[config.mk]
export PLATFORM = sky130hd
export DESIGN_NAME = cam_match_sequencer_flat
export DESIGN_NICKNAME = d
export VERILOG_FILES = /design/src/rtl/cam_match_sequencer_if.sv /design/src/rtl/cam_match_sequencer.sv /design/src/flat_wrapper.sv
export SDC_FILE = /design/constraint.sdc
export NUM_CORES = 1
export LEC_CHECK = 0
export CAP_MARGIN = 20
export CORE_MARGIN = 5
export CORE_UTILIZATION = 40
export DETAILED_ROUTE_END_ITERATION = 8
export GPL_ROUTABILITY_DRIVEN = 0
export PLACE_DENSITY = 0.66
export SETUP_SLACK_MARGIN = 0.4
export SYNTH_ARGS = -nofsm -noshare
export SYNTH_HDL_FRONTEND = slang
export SYNTH_SLANG_ARGS = --single-unit
[constraint.sdc]
create_clock -name clk -period 2.65 [get_ports clk]
set_input_delay 0.53 -clock clk [delete_from_list [all_inputs] [get_ports clk]]
set_output_delay 0.53 -clock clk [all_outputs]
set_load 0.005 [all_outputs]
[src/rtl/cam_match_sequencer_if.sv]
`default_nettype none
// ============================================================================
// Module   : cam_match_sequencer_if
// Purpose  : Bundles the CAM status handshake, the match index handshake and
//            the status/statistics outputs of cam_match_sequencer.
// Ports    : (interface signals)
//   status_in    [N_ENTRIES]  CAM match vector, bit i = entry i matched
//   status_valid              status_in valid
//   status_ready              sequencer can accept a vector
//   flush                     synchronous abort of the current search
//   match_idx    [IDX_W]      index of current matching entry
//   match_valid               match_idx valid
//   match_ready               consumer accepts match_idx
//   match_last                current index is final match of this search
//   hit_count    [IDX_W+1]    popcount of last captured vector
//   miss                      one-cycle pulse for an all-zero vector
//   total_hits   [CNT_W]      saturating count of delivered indices
// Modports : master = CAM/consumer side, slave = sequencer side
// Revision : 1.0 - initial release
// ============================================================================
interface cam_match_sequencer_if #(
  parameter int N_ENTRIES = 8,
  parameter int IDX_W     = 3,
  parameter int CNT_W     = 16
);
  logic [N_ENTRIES-1:0] status_in;
  logic                 status_valid;
  logic                 status_ready;
  logic                 flush;
  logic [IDX_W-1:0]     match_idx;
  logic                 match_valid;
  logic                 match_ready;
  logic                 match_last;
  logic [IDX_W:0]       hit_count;
  logic                 miss;
  logic [CNT_W-1:0]     total_hits;

  modport master (
    output status_in, status_valid, flush, match_ready,
    input  status_ready, match_idx, match_valid, match_last,
           hit_count, miss, total_hits
  );

  modport slave (
    input  status_in, status_valid, flush, match_ready,
    output status_ready, match_idx, match_valid, match_last,
           hit_count, miss, total_hits
  );
endinterface
`default_nettype wire

[src/rtl/cam_match_sequencer.sv]
`default_nettype none
// ============================================================================
// Module   : cam_match_sequencer
// Purpose  : Captures a CAM match vector and streams out the indices of all
//            matching entries, lowest first, with hit count, miss pulse and a
//            saturating lifetime hit counter.
// Ports    :
//   clk    in   clock, rising edge
//   rst_n  in   asynchronous active-low reset
//   bus    slave modport of cam_match_sequencer_if (see interface header)
// Revision : 1.0 - initial release
// ============================================================================
module cam_match_sequencer #(
  parameter int N_ENTRIES = 8,
  parameter int IDX_W     = 3,
  parameter int CNT_W     = 16
) (
  input  logic                  clk,
  input  logic                  rst_n,
  cam_match_sequencer_if.slave  bus
);

  typedef enum logic [0:0] {
    S_IDLE = 1'b0,
    S_EMIT = 1'b1
  } state_t;

  state_t               r_state;
  logic [N_ENTRIES-1:0] r_pend;
  logic [IDX_W-1:0]     r_match_idx;
  logic                 r_match_valid;
  logic                 r_match_last;
  logic                 r_status_ready;
  logic [IDX_W:0]       r_hit_count;
  logic                 r_miss;
  logic [CNT_W-1:0]     r_total_hits;

  logic                 w_accept;
  logic                 w_xfer;
  logic [N_ENTRIES-1:0] w_pend_nxt;

  // Index of the lowest set bit; 0 for an empty vector.
  function automatic logic [IDX_W-1:0] f_lowest(input logic [N_ENTRIES-1:0] v);
    f_lowest = '0;
    for (int i = N_ENTRIES - 1; i >= 0; i--) begin
      if (v[i]) f_lowest = IDX_W'(i);
    end
  endfunction

  function automatic logic [IDX_W:0] f_popcount(input logic [N_ENTRIES-1:0] v);
    f_popcount = '0;
    for (int i = 0; i < N_ENTRIES; i++) begin
      if (v[i]) f_popcount = f_popcount + (IDX_W+1)'(1);
    end
  endfunction

  // Exactly one bit set: non-zero and clearing the lowest bit leaves nothing.
  function automatic logic f_single(input logic [N_ENTRIES-1:0] v);
    f_single = (v != '0) && ((v & (v - N_ENTRIES'(1))) == '0);
  endfunction

  assign w_accept = (r_state == S_IDLE) && bus.status_valid;
  assign w_xfer   = (r_state == S_EMIT) && bus.match_ready;

  // Next pending set. Clearing the lowest set bit (v & (v-1)) removes exactly
  // the index currently presented on match_idx.
  always_comb begin
    w_pend_nxt = r_pend;
    if (bus.flush) begin
      w_pend_nxt = '0;
    end else if (w_accept) begin
      w_pend_nxt = bus.status_in;
    end else if (w_xfer) begin
      w_pend_nxt = r_pend & (r_pend - N_ENTRIES'(1));
    end
  end

  // All outputs are registered; match_idx/match_last are precomputed from the
  // next pending set so they are valid in the same cycle as match_valid.
  always_ff @(posedge clk or negedge rst_n) begin
    if (!rst_n) begin
      r_state        <= S_IDLE;
      r_pend         <= '0;
      r_match_idx    <= '0;
      r_match_valid  <= 1'b0;
      r_match_last   <= 1'b0;
      r_status_ready <= 1'b1;
      r_hit_count    <= '0;
      r_miss         <= 1'b0;
      r_total_hits   <= '0;
    end else begin
      r_miss <= 1'b0;
      r_pend <= w_pend_nxt;
      if (bus.flush) begin
        // Flush wins over capture and transfer; statistics are preserved.
        r_state        <= S_IDLE;
        r_match_valid  <= 1'b0;
        r_match_last   <= 1'b0;
        r_match_idx    <= '0;
        r_status_ready <= 1'b1;
      end else begin
        case (r_state)
          S_IDLE: begin
            if (bus.status_valid) begin
              r_hit_count <= f_popcount(bus.status_in);
              if (bus.status_in == '0) begin
                r_miss <= 1'b1;
              end else begin
                r_state        <= S_EMIT;
                r_match_valid  <= 1'b1;
                r_status_ready <= 1'b0;
                r_match_idx    <= f_lowest(bus.status_in);
                r_match_last   <= f_single(bus.status_in);
              end
            end
          end
          S_EMIT: begin
            // Without match_ready nothing is updated, so a stall holds outputs.
            if (bus.match_ready) begin
              if (r_total_hits != '1) begin
                r_total_hits <= r_total_hits + CNT_W'(1);
              end
              if (r_match_last) begin
                r_state        <= S_IDLE;
                r_match_valid  <= 1'b0;
                r_match_last   <= 1'b0;
                r_match_idx    <= '0;
                r_status_ready <= 1'b1;
              end else begin
                r_match_idx  <= f_lowest(w_pend_nxt);
                r_match_last <= f_single(w_pend_nxt);
              end
            end
          end
          default: begin
            r_state        <= S_IDLE;
            r_match_valid  <= 1'b0;
            r_match_last   <= 1'b0;
            r_status_ready <= 1'b1;
          end
        endcase
      end
    end
  end

  assign bus.status_ready = r_status_ready;
  assign bus.match_idx    = r_match_idx;
  assign bus.match_valid  = r_match_valid;
  assign bus.match_last   = r_match_last;
  assign bus.hit_count    = r_hit_count;
  assign bus.miss         = r_miss;
  assign bus.total_hits   = r_total_hits;

endmodule
`default_nettype wire

[src/flat_wrapper.sv]
// flat-port wrapper written by rule: the top's interface ports become plain ports
module cam_match_sequencer_flat 
#(
  parameter int N_ENTRIES = 8,
  parameter int IDX_W     = 3,
  parameter int CNT_W     = 16
)
  (clk, rst_n, bus_status_in, bus_status_valid, bus_flush, bus_match_ready, bus_status_ready, bus_match_idx, bus_match_valid, bus_match_last, bus_hit_count, bus_miss, bus_total_hits);
  cam_match_sequencer_if #(.N_ENTRIES(N_ENTRIES), .IDX_W(IDX_W), .CNT_W(CNT_W)) bus_i ();
  input  logic clk;
  input  logic rst_n;
  input wire logic [$bits(bus_i.status_in)-1:0] bus_status_in;
  input wire logic [$bits(bus_i.status_valid)-1:0] bus_status_valid;
  input wire logic [$bits(bus_i.flush)-1:0] bus_flush;
  input wire logic [$bits(bus_i.match_ready)-1:0] bus_match_ready;
  output wire logic [$bits(bus_i.status_ready)-1:0] bus_status_ready;
  output wire logic [$bits(bus_i.match_idx)-1:0] bus_match_idx;
  output wire logic [$bits(bus_i.match_valid)-1:0] bus_match_valid;
  output wire logic [$bits(bus_i.match_last)-1:0] bus_match_last;
  output wire logic [$bits(bus_i.hit_count)-1:0] bus_hit_count;
  output wire logic [$bits(bus_i.miss)-1:0] bus_miss;
  output wire logic [$bits(bus_i.total_hits)-1:0] bus_total_hits;
  assign bus_i.status_in = bus_status_in;
  assign bus_i.status_valid = bus_status_valid;
  assign bus_i.flush = bus_flush;
  assign bus_i.match_ready = bus_match_ready;
  assign bus_status_ready = bus_i.status_ready;
  assign bus_match_idx = bus_i.match_idx;
  assign bus_match_valid = bus_i.match_valid;
  assign bus_match_last = bus_i.match_last;
  assign bus_hit_count = bus_i.hit_count;
  assign bus_miss = bus_i.miss;
  assign bus_total_hits = bus_i.total_hits;
  cam_match_sequencer #(.N_ENTRIES(N_ENTRIES), .IDX_W(IDX_W), .CNT_W(CNT_W)) u_core (.clk(clk), .rst_n(rst_n), .bus(bus_i));
endmodule
==> results.yml <==
run_status:
  outcome: "complete, but fails checks"
  violations: "setup timing"
die:
  pin_count: 40
  core_sq_mm: 0.00592
  die_h_um: 88.0
  std_cell_rows: 28
  die_x_um: 88.0
  initial_core_util_pct: 41.1
  die_area_sq_mm: 0.00775
finish:
  areaGrowthSynthToFinish_pct: 53.2
  stdcell_area_sq_mm: 0.00373
  drive_above_1_share_pct: 34.0
  antenna_cells: 0
  fillers: 514
  fin_cells: 443
  layout.nets: 388
grt:
  grt_pass1_vias: 2380
  grt_pass1_wl_mm: 10.9
  grt_util_all_layers_pct: 17.8
  overflow: 0
  grt_max_degree: 37
  antenna_found_initial: 0
critical_path:
  r2r_cells: 7
  path_cells: "buf_6 > inv_6 > ha_4 > xnor2_4 > inv_2 > ha_4 > nand2_2 > o31ai_2 > ha_1 > inv_2 > a21boi_2 > ha_1 > a22o_1 > ha_4 > nand2_4 > xnor2_2 > xnor2_1 > o211ai_1 > xnor3_1 > o21ai_1"
  crit_family: "adder cells"
  crit_arrival_ps: 3370
  cp_common_cell: "ha_4"
  endpoint_kind: "register"
  cp_max_fo: 3
  critical_path_class: "in -> reg"
  critPathSlowestCell: "ha_1"
  critical_path.max_stage_delay_ps: 290
  path_depth: 20
  critPathBufInv: 4
  critPathLaunchType: "input port"
  required_ps: 2820
synthesis:
  synth_seq_area_share_pct: 37.1
  ys_ff_latch: 36
  syn_nets: 292
  synth_cell_type_count: 60
  post_synth.cell_area_avg_sq_um: 8.98
  yosys_warnings: 0
  synthCells: 271
  synthesis.area_sq_mm: 0.00243
  synth-async-reset-ratio_pct: 100
  synth_edf_count: 0
  yosys_most_used_dff: "dfrtp_1"
cts:
  root_buffer: "clkbuf_8"
  cts_hold_buffers: 0
  clk_path_buf_depth: 2
  insertion_delay_ps: 300
  cts_buffers: 5
  clock_sinks: 36
  cts_tree: "done"
  h-tree-depth: 2
  clkTransAtPathRegs_ps: 80
placed_design:
  dp_hpwl_mm: 4.74
  io_buffer_count: 39
  placed_cells: 423
  place_area_sq_mm: 0.00335
pwr:
  p_leak_nw: 1.66
  max-vdd-ir-drop_mv: 0.352
  power.density_mw_per_mm2: 523
route:
  num_vias: 2329
  routed_wirelength_mm: 6.67
  drt_iter0_markers: 105
  firstDrtPassIters: 4
  drc: 0
  routedWlPerCell_um: 15.1
  final_antenna_net_count: 0
  viasPerCell: 5.26
timing:
  setup_viol: 3
  rsz0062_at_grt: "true"
  hold_violations: 0
  setup_ws_ps: -541
  skew_ps: 9.84
  post-route-period-util_pct: 120
  fmax_mhz: 313
  finalMaxSlewViolations: 0
  period_minus_slack_ps: 3190
  tightest_slew_ps: 850
  setup_tns_ps: -1600
  max-slew-margin-rel_pct: 43.4
hold_path:
  worstHoldPathType: "in -> async"
flow_run:
  cap_violations: 0
-- sequential cells by signal (all words and copies together), names as in the netlist --
name / count
u_core.bus.hit_count: 4
u_core.bus.match_idx: 3
u_core.bus.match_last: 1
u_core.bus.match_valid: 1
u_core.bus.miss: 1
u_core.bus.status_ready: 1
u_core.bus.total_hits: 16
u_core.r_pend: 8
u_core.r_state: 1
-- per-stage QoR --
step	hold WS (ps)	util (%)	setup slack (ps)	power [mW]
3_3_place_gp	468	56.5	-1420	1.41
6_report	324	63.0	-541	1.95
4_1_cts	369	59.7	-593	1.90
3_5_place_dp	476	56.5	-1470	1.43
2_1_floorplan	234	-	-733	1.08
5_1_grt	408	63.0	-690	2.09
-- Yosys cell counts, types with 3 or more instances --
master	count	area, sq um
and4_1	3	26.3
nand3_1	14	70.1
nor2b_1	3	18.8
xor2_1	5	43.8
xnor3_1	3	67.6
clkbuf_1	9	33.8
xnor2_1	17	149
nor3_1	4	20.0
o21ai_0	7	35.0
ha_1	8	100
nor2_1	25	93.8
nand4_1	4	25.0
dfrtp_1	35	876
a31oi_1	6	37.5
inv_1	14	52.6
nand2_1	32	120
o31ai_1	5	37.5
mux2i_1	4	40.0
nand2b_1	3	18.8
and3_1	3	18.8
a21oi_1	18	90.1
-- power breakdown --
part,switching [mW],internal [mW]
Combinational,0.355,0.496
Clock,0.225,0.186
Sequential,0.0687,0.621
Total,0.648,1.30
-- worst reg2reg max path: cells and delay by family (launching register included) --
| family | cells | cell delay (ps) |
|---|---|---|
| AOI/OAI and AO/OA | 3 | 670 |
| DFF | 1 | 400 |
| and+or+nand+nor | 4 | 1100 |
-- logic make-up after synthesis --
kind of cell	share of synthesized area (%)
AO/OA/AOI/OAI	18.0
XOR/XNOR	12.0
buffers and inverters	4.68
multiplexers	2.57
adder cells (fa/ha/maj)	4.11
AND/OR/NAND/NOR	21.5
flip-flops	37.1
-- repair_timing --
item | CTS | global route
setup endpoints to repair | 9 | 11
gates resized for setup | 28 | 35
buffers inserted | 4 | 8
hold endpoints to repair | 0 | 0
pin swaps | 22 | 20
-- per-layer routing --
layer | GRT usage, % | vias to the layer above | routed length, um
li1 | - | 1158 | -
met1 | 21.8 | 1109 | 2840
met2 | 31.6 | 52 | 3420
met3 | 4.05 | 10 | 316
met4 | 4.81 | 0 | 99
met5 | 0 | - | 0
-- layout by cell type (no fill, tap or decap), types with 3 or more instances in the layout --
master / instances
o31ai_1: 4
o21ai_1: 5
xnor2_4: 3
and4_1: 3
ha_4: 4
nor3_1: 3
ha_1: 4
o21ai_0: 4
inv_1: 10
clkbuf_8: 5
mux2i_1: 3
nand4_1: 4
xor2_1: 5
dlymetal6s2s_1: 3
buf_4: 57
a31oi_1: 4
buf_6: 6
and3_1: 3
nor2_2: 3
nor2_1: 22
xnor3_1: 3
a21oi_1: 16
xnor2_1: 14
dfrtp_1: 34
nand2_1: 29
clkdlybuf4s50_1: 30
nand3_1: 14
-- final cells by class --
class	instances	area [sq um]	area share, %
multi-input combinational	208	1680	45.1
sequential	36	903	24.2
timing repair buffer	102	892	23.9
clock buffer	5	68.8	1.85
clock inverter	3	23.8	0.637
inverter	14	65.1	1.74
tap	75	93.8	2.52
-- final timing paths --
path                                                               to                                   from  slack [ps]
worst max-delay path              u_core.bus.hit_count[3]$_DFFE_PN0P_                       bus_status_in[1]        -540
worst min-delay path              u_core.bus.hit_count[2]$_DFFE_PN0P_                                  rst_n         320
worst max register to register    u_core.bus.match_idx[2]$_DFFE_PN0P_             u_core.r_pend[0]$_DFF_PN0_         380
worst min register to register  u_core.bus.total_hits[11]$_DFFE_PN0P_  u_core.bus.total_hits[11]$_DFFE_PN0P_         490
max in group asynchronous                    u_core.r_state$_DFF_PN0_                                  rst_n        1750
min in group clk                u_core.bus.total_hits[11]$_DFFE_PN0P_  u_core.bus.total_hits[11]$_DFFE_PN0P_         490
Power figures use the tool's default switching activity.
